$ cat src/rtl/i2s_slave_trx.sv
// i2s_slave_trx
//   I2S slave transceiver running entirely in the clk_in domain. SCLK, LRCK and
//   receive data are oversampled (clk_in >= 8x SCLK) through synchronizer
//   chains; SCLK edges are detected in clk_in and drive both the receive
//   deserializer and the transmit serializer.
//
// Ports
//   clk_in      : system clock (only clock)
//   srst_in     : synchronous active-high reset
//   lrck_in     : external word clock, 0 = left, 1 = right (async)
//   sclk_in     : external bit clock (async)
//   sdata_in    : serial receive data (async)
//   sdata_out   : serial transmit data, MSB first, one SCLK after each LRCK edge
//   pldata_out  : last received left word (left-justified)
//   prdata_out  : last received right word (left-justified)
//   pvalid_out  : one-cycle pulse when a new left/right pair is presented
//   pldata_in   : left word to transmit
//   prdata_in   : right word to transmit
//   pload_out   : one-cycle pulse when pldata_in/prdata_in are latched
//   err_out     : one-cycle pulse when a completed word had the wrong bit count
module i2s_slave_trx #(
   parameter int PDATA_WIDTH = 32,
   parameter int SYNC_STAGES = 2
) (
   input  logic                   clk_in,
   input  logic                   srst_in,
   input  logic                   lrck_in,
   input  logic                   sclk_in,
   input  logic                   sdata_in,
   output logic                   sdata_out,
   output logic [PDATA_WIDTH-1:0] pldata_out,
   output logic [PDATA_WIDTH-1:0] prdata_out,
   output logic                   pvalid_out,
   input  logic [PDATA_WIDTH-1:0] pldata_in,
   input  logic [PDATA_WIDTH-1:0] prdata_in,
   output logic                   pload_out,
   output logic                   err_out
);

   localparam logic [6:0] LP_W   = 7'(PDATA_WIDTH);
   localparam logic [4:0] LP_MSB = 5'(PDATA_WIDTH - 1);

   typedef enum logic [1:0] {ST_HUNT, ST_LEFT, ST_RIGHT} state_t;

   logic [SYNC_STAGES-1:0] r_lrck_sync, r_sclk_sync, r_sdata_sync;
   logic                   r_sclk_d;
   logic                   r_lrck_prev;
   state_t                 r_state, w_state_nxt;
   logic                   r_armed;
   logic [5:0]             r_bit_cnt;
   logic [PDATA_WIDTH-1:0] r_rx_sh;
   logic [PDATA_WIDTH-1:0] r_pldata, r_prdata;
   logic                   r_pvalid, r_err;
   logic [PDATA_WIDTH-1:0] r_hold_l, r_hold_r, r_tx_sh;
   logic [5:0]             r_tx_cnt;
   logic                   r_sdata, r_pload;

   logic                   w_lrck, w_sclk, w_sdata;
   logic                   w_rise, w_fall, w_boundary;
   logic                   w_load, w_update;
   logic                   w_cnt_ok;
   logic [4:0]             w_idx;
   logic [6:0]             w_cnt_done;
   logic [PDATA_WIDTH-1:0] w_rx_word;

   // Synchronizers plus one extra SCLK register for edge detection
   always_ff @(posedge clk_in) begin
      if (srst_in) begin
         r_lrck_sync  <= '0;
         r_sclk_sync  <= '0;
         r_sdata_sync <= '0;
         r_sclk_d     <= 1'b0;
      end else begin
         r_lrck_sync  <= {r_lrck_sync[SYNC_STAGES-2:0], lrck_in};
         r_sclk_sync  <= {r_sclk_sync[SYNC_STAGES-2:0], sclk_in};
         r_sdata_sync <= {r_sdata_sync[SYNC_STAGES-2:0], sdata_in};
         r_sclk_d     <= r_sclk_sync[SYNC_STAGES-1];
      end
   end

   assign w_lrck     = r_lrck_sync[SYNC_STAGES-1];
   assign w_sclk     = r_sclk_sync[SYNC_STAGES-1];
   assign w_sdata    = r_sdata_sync[SYNC_STAGES-1];
   assign w_rise     = w_sclk & ~r_sclk_d;
   assign w_fall     = ~w_sclk & r_sclk_d;
   // LRCK is only evaluated at rises, so a change seen at a fall waits for the next rise
   assign w_boundary = w_rise & (w_lrck ^ r_lrck_prev);

   // Receive/transmit state register
   always_ff @(posedge clk_in) begin
      if (srst_in) begin
         r_state     <= ST_HUNT;
         r_armed     <= 1'b0;
         r_lrck_prev <= 1'b0;
      end else begin
         r_state <= w_state_nxt;
         if (w_rise) r_lrck_prev <= w_lrck;
         // The word ending at the first boundary after HUNT started mid-stream
         if (w_boundary && r_state != ST_HUNT) r_armed <= 1'b1;
      end
   end

   always_comb begin
      w_state_nxt = r_state;
      w_load      = 1'b0;
      w_update    = 1'b0;
      if (w_boundary) begin
         w_state_nxt = w_lrck ? ST_RIGHT : ST_LEFT;
         if (r_state != ST_HUNT) begin
            w_load   = 1'b1;
            w_update = r_armed;
         end
      end
   end

   // The bit sampled on a boundary rise is the LSB slot of the outgoing word
   assign w_cnt_ok   = ({1'b0, r_bit_cnt} < LP_W);
   assign w_idx      = LP_MSB - r_bit_cnt[4:0];
   assign w_cnt_done = {1'b0, r_bit_cnt} + 7'd1;

   always_comb begin
      w_rx_word = r_rx_sh;
      if (w_cnt_ok) w_rx_word[w_idx] = w_sdata;
   end

   // Receive deserializer and parallel outputs
   always_ff @(posedge clk_in) begin
      if (srst_in) begin
         r_bit_cnt <= '0;
         r_rx_sh   <= '0;
         r_pldata  <= '0;
         r_prdata  <= '0;
         r_pvalid  <= 1'b0;
         r_err     <= 1'b0;
      end else begin
         r_pvalid <= 1'b0;
         r_err    <= 1'b0;
         if (w_rise) begin
            if (w_boundary) begin
               r_bit_cnt <= '0;
               r_rx_sh   <= '0;
               if (w_update) begin
                  if (r_state == ST_RIGHT) begin
                     r_prdata <= w_rx_word;
                     r_pvalid <= 1'b1;
                  end else begin
                     r_pldata <= w_rx_word;
                  end
                  r_err <= (w_cnt_done != LP_W);
               end
            end else begin
               r_rx_sh <= w_rx_word;
               if (r_bit_cnt != 6'd63) r_bit_cnt <= r_bit_cnt + 6'd1;
            end
         end
      end
   end

   // Transmit serializer: left word is latched and loaded in the same cycle
   always_ff @(posedge clk_in) begin
      if (srst_in) begin
         r_hold_l <= '0;
         r_hold_r <= '0;
         r_tx_sh  <= '0;
         r_tx_cnt <= '0;
         r_sdata  <= 1'b0;
         r_pload  <= 1'b0;
      end else begin
         r_pload <= 1'b0;
         if (w_load) begin
            r_tx_cnt <= LP_W[5:0];
            if (!w_lrck) begin
               r_hold_l <= pldata_in;
               r_hold_r <= prdata_in;
               r_tx_sh  <= pldata_in;
               r_pload  <= 1'b1;
            end else begin
               r_tx_sh <= r_hold_r;
            end
         end else if (w_fall) begin
            if (r_tx_cnt != '0) begin
               r_sdata  <= r_tx_sh[PDATA_WIDTH-1];
               r_tx_sh  <= r_tx_sh << 1;
               r_tx_cnt <= r_tx_cnt - 6'd1;
            end else begin
               r_sdata <= 1'b0;
            end
         end
      end
   end

   assign sdata_out  = r_sdata;
   assign pldata_out = r_pldata;
   assign prdata_out = r_prdata;
   assign pvalid_out = r_pvalid;
   assign pload_out  = r_pload;
   assign err_out    = r_err;

endmodule

$ cat config.mk
export PLATFORM = sky130hd
export DESIGN_NAME = i2s_slave_trx
export DESIGN_NICKNAME = d
export VERILOG_FILES = /design/src/rtl/i2s_slave_trx.sv
export SDC_FILE = /design/constraint.sdc
export NUM_CORES = 1
export LEC_CHECK = 0
export CELL_PAD_IN_SITES_DETAIL_PLACEMENT = 0
export CELL_PAD_IN_SITES_GLOBAL_PLACEMENT = 1
export CORE_ASPECT_RATIO = 0.9
export CORE_MARGIN = 10
export CORE_UTILIZATION = 40
export CTS_CLUSTER_SIZE = 14
export DETAILED_ROUTE_END_ITERATION = 8
export GPL_TIMING_DRIVEN = 0
export PLACE_DENSITY = 0.89
export REMOVE_ABC_BUFFERS = 1
export SLEW_MARGIN = 10
export SYNTH_ARGS = -nofsm -noshare
export SYNTH_HDL_FRONTEND = slang
export SYNTH_SLANG_ARGS = --single-unit
$ cat constraint.sdc
create_clock -name clk_in -period 2.44 [get_ports clk_in]
set_input_delay 0.488 -clock clk_in [delete_from_list [all_inputs] [get_ports clk_in]]
set_output_delay 0.488 -clock clk_in [all_outputs]
set_load 0.005 [all_outputs]
* Yosys cells after proc, flatten, opt, wreduce, memory -nomap -nowiden
Index checks and enable logic that the tools add are counted.
** Storage, ports and cells
- Output and inout bits :: 68
- Input bits :: 69
- Flip-flop bits (word level) :: 187
** Cells by class
- Order comparisons :: 3
- Equality and inequality tests :: 3
- Muxes and demuxes :: 22
- Bitwise operators :: 12
- $add $sub $neg :: 4
- Reductions and logical operators :: 17
** Operators by type and width (number)
- $mux W32 :: 6
- $bwmux W32 :: 1
- $mux W6 :: 5
- $reduce_and A2 Y1 :: 5
- $mux W1 :: 8
- $not A1 Y1 :: 8
- $reduce_and A4 Y1 :: 2
- $reduce_bool A2 Y1 :: 4
- $add A6 B1 Y7 const B :: 1
- $ne A7 B6 Y1 const B :: 1
- $add A6 B1 Y6 const B :: 1
- $lt A5 B6 Y1 const B :: 1
- $lt A6 B6 Y1 const B :: 1
- $ne A6 B6 Y1 const B :: 1
- $reduce_bool A6 Y1 :: 1
- $sub A6 B1 Y6 const B :: 1
- $demux W1 S5 :: 1
- $ge A5 B1 Y1 const B :: 1
- $sub A5 B5 Y5 const A :: 1
- $reduce_or A2 Y1 :: 2
- $reduce_or A4 Y1 :: 1
- $and A1 B1 Y1 :: 3
- $eq A2 B2 Y1 const B :: 1
- $logic_and A1 B1 Y1 :: 2
- other kinds (2) :: 2

* Depth between registers and ports, before layout
Gate-level depths: netlist (run 1).
- Depth after elaboration :: 8
- Depth in mapped cells :: 9
- Depth with buffers taken out :: 6

* Worst setup path after synthesis (run 1)
Ideal clock, no wire load.
- Path kind :: register -> register
- From :: reg r_bit_cnt[1]
- To :: reg r_pldata[28] (netlist: pldata_out[28])
- Stages on the path, launching flop included :: 8
- Setup time :: 0.086 ns
- Data required time :: 2.354 ns
- Buffers on the path :: 2
- Arrival :: 1.798 ns
- Setup slack :: 0.556 ns
- Cells stage by stage :: dfxtp_1 ha_1 clkbuf_1 nor3b_1 clkbuf_1 nand2_1 mux2i_1 a211oi_1
** Between the ends
- Longest elaborated chain between the ends :: 7
** Ends and longest elaborated chain
- start, declared :: RTL line 50 : logic [5:0] r_bit_cnt;
- start signal, assigned :: RTL line 153 : if (r_bit_cnt != 6'd63) r_bit_cnt <= r_bit_cnt + 6'd1;
- $sub A5 B5 Y5 :: RTL line 118 : assign w_idx = LP_MSB - r_bit_cnt[4:0];
- $lt A5 B6 Y1 (not written as such) / $ge A5 B1 Y1 (equally long branches) :: RTL line 123 : if (w_cnt_ok) w_rx_word[w_idx] = w_sdata;
- $logic_and A1 B1 Y1 (not written as such) :: RTL line 123
- $mux W1 (not written as such) :: RTL line 123
- $demux W1 S5 :: RTL line 123
- $bwmux W32 :: RTL line 123
- $mux W32 * :: RTL line 123
- end signal, assigned :: RTL line 147 : r_pldata <= w_rx_word;
- end, declared :: RTL line 52 : logic [PDATA_WIDTH-1:0] r_pldata, r_prdata;
Mark *: on every way between the ends. The rest lies on a longest branch, timed or not.
A chain may end at the register's enable or synchronous reset.

* Worst setup path after layout (run 1)
- From :: reg r_lrck_sync[1]
- To :: reg r_prdata[5] (netlist: prdata_out[5])
** Between the ends
- Longest elaborated chain between the ends :: 4
** Ends and longest elaborated chain
- start, declared :: RTL line 45 : logic [SYNC_STAGES-1:0] r_lrck_sync, r_sclk_sync, r_sdata_sync;
- start signal, assigned :: RTL line 74 : r_lrck_sync <= {r_lrck_sync[SYNC_STAGES-2:0], lrck_in};
- $xor A1 B1 Y1 * :: RTL line 87 : assign w_boundary = w_rise & (w_lrck ^ r_lrck_prev);
- $and A1 B1 Y1 * :: RTL line 87
- $mux W1 :: RTL line 107 : if (w_boundary) begin
- $reduce_and A4 Y1 (no line) *
- end signal, assigned :: RTL line 144 : r_prdata <= w_rx_word;
- end, declared :: RTL line 52
Marked as above.

==> results.yml, run 1 <==
run_status:
  outcome: "complete, no violations"
layout:
  regArea_sq_um: 3750
  fill_cells: 1841
  syn_to_final_growth_pct: 28.1
  fin_area_sq_um: 10300
  layout_commonest_cell: "dfxtp_1"
  multiInputGateArea_sq_um: 3970
  drive_gt1_frac: 0.0713
  num-nets-final: 1075
  instances_no_fill: 1265
  final_util: 0.518
  layout_common_cells: "185 x dfxtp_1, 135 x clkdlybuf4s50_1, 107 x nand2_1, 106 x a21oi_1, 94 x mux2i_1"
  antenna_cells: 0
setup_path:
  cp.required_ns: 2.77
  cp.arrival_ns: 2.61
  cp_max_fo: 23
  start_kind: "register"
  criticalPathCategory: "register to register"
  setup.worst_path.end_class: "register"
global_route:
  antenna_found_initial: 0
  grt_util_all_layers: 0.150
  first_global_vias: 6241
  grt_start_max_net_pins: 97
  grt_pass1_wl_mm: 32.9
  grt_overflow: 0
logic_synthesis:
  ys_seq_area_frac: 0.468
  synthTopCellsByArea: "dfxtp_1 47%, mux2i_1 12%, a21oi_1 6.6%"
  synth_area_per_cell_sq_um: 8.71
  syn_area_sq_um: 8010
  yosysUniqueCellTypes: 46
  synth_top_area_frac: 0.468
  synth_cells: 919
  synth_top_area_cell: "dfxtp_1"
  ys.warnings.count: 0
  synth_seq_cells: 187
routing:
  drtIter0Drc: 606
  viasPerCell: 5.29
  drt-total-wl_mm: 19.9
  drc: 0
  ant_nets: 0
  firstDrtPassIters: 5
  dr_total_vias: 6694
  wl_per_cell_um: 15.7
die:
  fp.dieArea_sq_um: 26100
  die_x_um: 169
  rows: 49
  io_pins: 137
  initial_utilization: 0.404
  die_h_um: 154
  core_area_sq_um: 19800
clock_network:
  cts_max_path_buffers: 2
  cts_buffers: 17
  clk_pin_slew_ns: 0.07
  h-tree-depth: 4
  clkSinkCount: 187
  cts_tree: "yes"
  clk_latency_ns: 0.42
  cts-root-buf: "clkbuf_16"
flow_run:
  cap_violations: 0
place:
  port_buffers: 136
  place_ws_ns: -0.973
  hpwl_mm: 13.1
  routabilityCongestion: 0.794
  place_inst: 1233
  dpl-instance-area_sq_um: 9610
sta:
  setup_viol: 0
  period_share: 0.935
  hold_slack_ns: 0.439
  slew_viol_final: 0
  hold_viol_final: 0
  rsz0062_at_grt: "no"
  tns_ns: 0
  tightest_slew_ns: 0.867
  slew_headroom: 0.420
  period_minus_slack_ns: 2.28
  setup_slack_ns: 0.160
  max_clock_freq_mhz: 439
  finClkSkew_ns: 0.0102
worst_hold_path:
  hold_class: "register to register"
pwr:
  power_density_nw_per_um2: 584
  p_total_mw: 5.98
  p_leak_nw: 3.40
  max-vdd-ir-drop_uv: 420
==> flip-flops by register name, indices dropped and copies added, names as in the netlist, 6 cells and up <==
signal and count:
pldata_out 32, prdata_out 32, r_hold_r 32, r_rx_sh 32, r_tx_sh 32, r_bit_cnt 6
r_tx_cnt 6
==> cell families (layout without fill, tap and decap cells) <==
| group | after synthesis | after routing | share of synthesized area |
|---|---|---|---|
| compound gates | 253 | 253 | 0.188 |
| xor+xnor | 4 | 4 | 0.00438 |
| fa+ha+maj | 6 | 6 | 0.00938 |
| buf+inv | 98 | 189 | 0.0533 |
| flops | 187 | 187 | 0.468 |
| mux | 95 | 95 | 0.119 |
| simple gates | 276 | 276 | 0.158 |
==> report_power, final <==
group          switching, mW  internal [mW]
Combinational          0.147          0.160
Clock                   1.18           1.42
Sequential            0.0128           3.06
==> path summary, 6_finish.rpt <==
| check | from | endpoint | slack, ns | cells after the start |
|---|---|---|---|---|
| worst max-delay path | r_lrck_sync[1] | prdata_out[5] | 0.16 | 8 |
| worst min-delay path | r_lrck_sync[0] | r_lrck_sync[1] | 0.44 | 1 |
| worst max register to register | r_lrck_sync[1] | prdata_out[5] | 0.16 | 8 |
| worst min register to register | r_lrck_sync[0] | r_lrck_sync[1] | 0.44 | 1 |
==> synth_stat cells (all sizes together) <==
library cell and instances:
a21oi 106, o32ai 1, o21ai 38, buf 30
inv 5, ha 6, nand3b 3, and3 3
nor2 81, or3b 2, nand3 34, o31a 1
a21bo 1, a22o 1, and2 3, o22ai 31
nor3b 5, nor3 8, nor2b 11, nor4 2
o21a 1, dfxtp 187, xor2 1, or2 1
xnor2 3, a211oi 68, and4bb 1, nand2b 4
clkbuf 63, nor4b 1, or3 3, nand2 107
a21o 3, nand4 2, or4 3, nor4bb 1
a41oi 1, mux2 1, a31oi 1, mux2i 94
and4b 1
==> worst max-delay path, stage by stage (launching register included) <==
cell and delay (ns):
dfxtp_4 0.35, buf_12 0.17, xnor2_2 0.33, nor4_4 0.40, buf_6 0.23, buf_6 0.20
buf_6 0.18, nor2_1 0.05, a211oi_1 0.23
==> repair_timing <==
| action | in CTS | in global routing |
|---|---|---|
| setup buffers | 1 | 2 |
| hold buffers | 0 | 0 |
| gates resized for setup | 13 | 3 |
| setup endpoints to repair | 156 | 26 |
==> per-layer routing <==
| metal | track usage | vias up | wire, um |
|---|---|---|---|
| met3 | 0.0408 | 9 | 939 |
| met2 | 0.236 | 121 | 9520 |
| li1 | - | 3408 | - |
| met4 | 0.0402 | 0 | 194 |
| met5 | 0 | - | 0 |
| met1 | 0.197 | 3156 | 9270 |
==> cell type report <==
| cell class | instances | share of cell area |
|---|---|---|
| well taps | 255 | 0.0311 |
| repair buffers | 155 | 0.162 |
| flip-flops and latches | 187 | 0.366 |
| clock buffers | 19 | 0.0432 |
| inverters | 5 | 0.00183 |
| multi-input cells | 634 | 0.387 |
| clock inverters | 10 | 0.00915 |
Note: power is estimated with default switching activity, not from simulation.
==> run 2: changes to the inputs <==
CORE_UTILIZATION = 36   (was 40)
PLACE_DENSITY = 0.85   (was 0.89)
clock period = 1.9 ns   (was 2.44 ns; I/O delays follow)
==> run 2 against run 1 <==
Net effect:
- the run now ends with negative setup slack left
- core utilization down 2.0 points
- hold slack worse by 0.076 ns
- clock skew about the same
- register-to-register slack lost 0.17 ns
- sequential cell count did not move
- via count grew 2.9%
- clock-buffer cell count grew 1
- fmax up 19%
- clock power grew 33%
- largest cell class unchanged
- largest power group unchanged
==> results.yml, run 2 (synthesis results as in run 1) <==
sta:
  max_clock_freq_mhz: 522
  rsz0062_at_grt: "yes"
  period_share: 1.01
  slew_headroom: 0.480
  period_minus_slack_ns: 1.91
  slew_viol_final: 0
  setup_slack_ns: -0.0149
  finClkSkew_ns: 0.0104
  tightest_slew_ns: 0.777
  setup_viol: 2
  hold_viol_final: 0
run_status:
  violations: "negative setup slack"
  outcome: "finished, violations left"
layout:
  syn_to_final_growth_pct: 35.3
  instances_no_fill: 1337
  antenna_cells: 0
  layout_commonest_cell: "dfxtp_1"
  drive_gt1_frac: 0.131
  fin_area_sq_um: 10800
  num-nets-final: 1108
  final_util: 0.498
  layout_common_cells: "175 x dfxtp_1, 135 x clkdlybuf4s50_1, 107 x nand2_1, 106 x a21oi_1, 92 x mux2i_1"
setup_path:
  rr_endpoint: "r_tx_sh[0]"
  cp_max_fo: 4
  setup.worst_path.end_class: "register"
  reg2reg_from: "r_tx_cnt[0]"
  cp.arrival_ns: 2.27
  worst-r2r-cell-count: 7
  rrSetupSlack_ns: -0.01
  start_kind: "register"
  cp.required_ns: 2.26
  criticalPathCategory: "register to register"
clock_network:
  cts_buffers: 17
  clk_latency_ns: 0.43
  cts-root-buf: "clkbuf_16"
  clkSinkCount: 187
  clk_pin_slew_ns: 0.07
  h-tree-depth: 4
  cts_tree: "yes"
  cts_max_path_buffers: 2
worst_hold_path:
  hp-start: "srst_in"
  hold-path-endpoint: "r_hold_r[14]"
  hold_class: "input port to register"
  whs_path_depth: 2
global_route:
  grt_start_max_net_pins: 100
  antenna_found_initial: 0
  grt_overflow: 0
  grt_util_all_layers: 0.149
  first_global_vias: 6437
  grt_pass1_wl_mm: 34.7
die:
  core_area_sq_um: 21800
  die_x_um: 177
  fp.dieArea_sq_um: 28600
  rows: 51
  io_pins: 137
  initial_utilization: 0.368
  die_h_um: 161
routing:
  drc: 0
  ant_nets: 0
  drt-total-wl_mm: 22.0
  drtIter0Drc: 439
  dr_total_vias: 6885
  viasPerCell: 5.15
  firstDrtPassIters: 6
  wl_per_cell_um: 16.4
pwr:
  p_leak_nw: 3.60
  power_density_nw_per_um2: 724
  p_total_mw: 7.84
  max-vdd-ir-drop_uv: 446
place:
  place_inst: 1268
  routabilityCongestion: 0.749
  dpl-instance-area_sq_um: 9630
  port_buffers: 136
  hpwl_mm: 13.4
flow_run:
  cap_violations: 0
run 2: cell types whose count changed in the layout (fill, tap and decap cells not counted), sizes merged:
| cell | before | now |
|---|---|---|
| and3 | 3 | 4 |
| buf | 20 | 46 |
| bufbuf | 0 | 1 |
| or2 | 1 | 2 |
| xnor2 | 3 | 4 |
| clkbuf | 19 | 22 |
| inv | 9 | 10 |
| clkinvlp | 0 | 1 |
| or4 | 3 | 4 |
run 2: metal layers:
layer	routed length, um	global-route usage
met3	1030	0.0364
met2	10600	0.243
met5	0	0
met1	10200	0.192
met4	162	0.0347
run 2: worst max-delay path, stage by stage (launching register included):
cell     delay, ns
dfxtp_2       0.32
inv_2         0.06
ha_4          0.13
or3b_4        0.38
o31a_4        0.32
buf_12        0.15
or3b_1        0.35
a21oi_1       0.13
run 2: final cells by class:
cell class | instances | area (sq um)
fillers | 2041 | 10900
inverters | 5 | 21.3
flip-flops and latches | 187 | 3760
multi-input cells | 638 | 4170
well taps | 291 | 364
clock inverters | 12 | 114
clock buffers | 20 | 447
repair buffers | 184 | 1950
run 2: power breakdown:
part	switching (mW)	leakage, nW	internal, mW
combinational	0.205	1.81	0.235
clock	1.60	0.276	1.86
sequential	0.0204	1.51	3.92
total	1.82	3.60	6.02
run 2: worst max-delay path by stage:
stage	start	endpoint	depth (start not counted)
floorplan	r_lrck_sync[1]	prdata_out[10]	3
global placement	r_lrck_sync[1]	prdata_out[10]	3
detailed placement	r_lrck_sync[1]	r_rx_sh[29]	5
CTS	r_tx_cnt[1]	r_tx_sh[0]	7
global route	r_tx_cnt[0]	r_tx_sh[15]	7
finish	r_tx_cnt[0]	r_tx_sh[0]	7
run 2: metrics by stage:
step	setup slack [ns]	setup TNS, ns	hold WS, ns
3_5_place_dp	-1.44	-192.63	0.426
4_1_cts	-0.0776	-0.888	0.344
6_report	-0.0149	-0.0251	0.362
2_1_floorplan	-3.37	-322.48	0.414
5_1_grt	-0.0756	-1.11	0.361
3_3_place_gp	-5.67	-766.67	0.416
run 2: repair_timing:
action,4_1_cts,5_1_grt
buffers inserted,26,5
cloned,4,2
resized for setup,42,23
endpoints found under the setup margin,176,142
hold buffers,0,0
pin swaps,9,7
==> run 3: changes to the inputs <==
TNS_END_PERCENT = 30   (was unset)
==> run 3 against run 2 <==
Net effect:
- the run still ends with negative setup slack left
- hold slack better by 0.00067 ns
- largest cell class unchanged
- via count up 0.36%
- core utilization down 0.057 points
- sequential share of layout area about the same
- global-route usage about the same
- largest power group unchanged
==> results.yml, run 3 (synthesis results as in run 1) <==
sta:
  hold_slack_ns: 0.363
  max_clock_freq_mhz: 523
  hold_viol_final: 0
  setup_viol: 2
  finClkSkew_ns: 0.0110
  tightest_slew_ns: 0.776
  period_share: 1.01
  setup_slack_ns: -0.0120
  period_minus_slack_ns: 1.91
  tns_ns: -0.0122
  slew_headroom: 0.480
  slew_viol_final: 0
  rsz0062_at_grt: "yes"
place:
  port_buffers: 136
  place_inst: 1268
  place_ws_ns: -1.44
  dpl-instance-area_sq_um: 9630
  routabilityCongestion: 0.749
  hpwl_mm: 13.4
routing:
  viasPerCell: 5.16
  drc: 0
  drt-total-wl_mm: 21.8
  firstDrtPassIters: 4
  wl_per_cell_um: 16.3
  ant_nets: 0
  dr_total_vias: 6910
  drtIter0Drc: 427
setup_path:
  cp_max_fo: 13
  rrSetupSlack_ns: -0.01
  cp.required_ns: 2.20
  setup.worst_path.end_class: "register"
  criticalPathCategory: "register to register"
  start_kind: "register"
  cp.arrival_ns: 2.21
global_route:
  grt_start_max_net_pins: 100
  first_global_vias: 6430
  grt_util_all_layers: 0.148
  grt_pass1_wl_mm: 34.7
  antenna_found_initial: 0
  grt_overflow: 0
pwr:
  p_comb_frac: 0.056
  pwr-share-seq: 0.503
  swShare: 0.232
  power_density_nw_per_um2: 725
  p_total_mw: 7.84
  internal_power_mw: 6.02
  p_sw_mw: 1.82
  max-vdd-ir-drop_uv: 446
  p_leak_nw: 3.61
  clkPwrFrac: 0.440
layout:
  num-nets-final: 1109
  layout_common_cells: "176 x dfxtp_1, 135 x clkdlybuf4s50_1, 107 x nand2_1, 103 x a21oi_1, 92 x mux2i_1"
  instances_no_fill: 1338
  fin_area_sq_um: 10800
  drive_gt1_frac: 0.131
  antenna_cells: 0
  syn_to_final_growth_pct: 35.1
  fill_cells: 2045
  final_util: 0.497
  layout_commonest_cell: "dfxtp_1"
clock_network:
  clk_pin_slew_ns: 0.07
  cts_buffers: 17
  cts-root-buf: "clkbuf_16"
  h-tree-depth: 4
  cts_tree: "yes"
  cts_max_path_buffers: 2
  clkSinkCount: 187
  clk_latency_ns: 0.44
die:
  io_pins: 137
  fp.dieArea_sq_um: 28600
  rows: 51
  die_x_um: 177
  die_h_um: 161
  initial_utilization: 0.368
  core_area_sq_um: 21800
worst_hold_path:
  hold_class: "input port to register"
run_status:
  outcome: "finished, violations left"
  violations: "negative setup slack"
flow_run:
  cap_violations: 0
==> run 3: cell count changes in the layout (fill, tap and decap cells not counted), moves of 2 or more <==
cell / previous run / this run
a21oi_1: 106 / 103
buf_4: 29 / 32
a21oi_2: 0 / 3
xnor2_2: 2 / 0
==> run 3: area by class of cell <==
type / count / area (sq um) / area share
Multi-Input combinational cell: 637 / 4150 / 0.384
Sequential cell: 187 / 3760 / 0.348
Timing Repair Buffer: 186 / 1960 / 0.181
Clock buffer: 20 / 447 / 0.0413
Tap cell: 291 / 364 / 0.0337
Clock inverter: 12 / 114 / 0.0105
Inverter: 5 / 21.3 / 0.00197
==> run 3: final timing paths <==
kind	start	end	cells past startpoint
worst max-delay path	r_tx_cnt[0]	r_tx_sh[4]	8
worst min-delay path	srst_in	r_hold_r[14]	2
worst max register to register	r_tx_cnt[0]	r_tx_sh[4]	8
worst min register to register	r_lrck_sync[0]	r_lrck_sync[1]	1
==> run 3: what timing repair did <==
action,CTS,global route
setup endpoints to repair,176,154
buffers inserted,26,8
gates cloned,4,0
pin swaps,9,11
resized for setup,39,27
hold buffers,0,0
==> run 3: routing by layer <==
metal / vias up / GRT usage / wire [um]
li1: 3494 / - / -
met2: 114 / 0.242 / 10500
met3: 10 / 0.0364 / 998
met1: 3292 / 0.192 / 10100
met5: - / 0 / 0
met4: 0 / 0.0347 / 139
==> run 3: critical path, stage by stage (launching register included) <==
cell	delay [ns]
dfxtp_2	0.32
inv_2	0.06
ha_4	0.13
or3b_4	0.38
o31a_4	0.32
buf_12	0.14
buf_12	0.15
mux2i_2	0.18
o22ai_1	0.10
==> run 3: power groups by stage <==
| stage | clock (mW) | sequential, mW | combinational (mW) |
|---|---|---|---|
| 6_report | 3.45 | 3.94 | 0.442 |
| 5_1_grt | 3.72 | 3.94 | 0.473 |
| 4_1_cts | 3.54 | 3.94 | 0.428 |
| 3_5_place_dp | 0 | 4.04 | 0.383 |
| 3_3_place_gp | 0 | 4.05 | 0.359 |
| 2_1_floorplan | 0 | 4.04 | 0.123 |
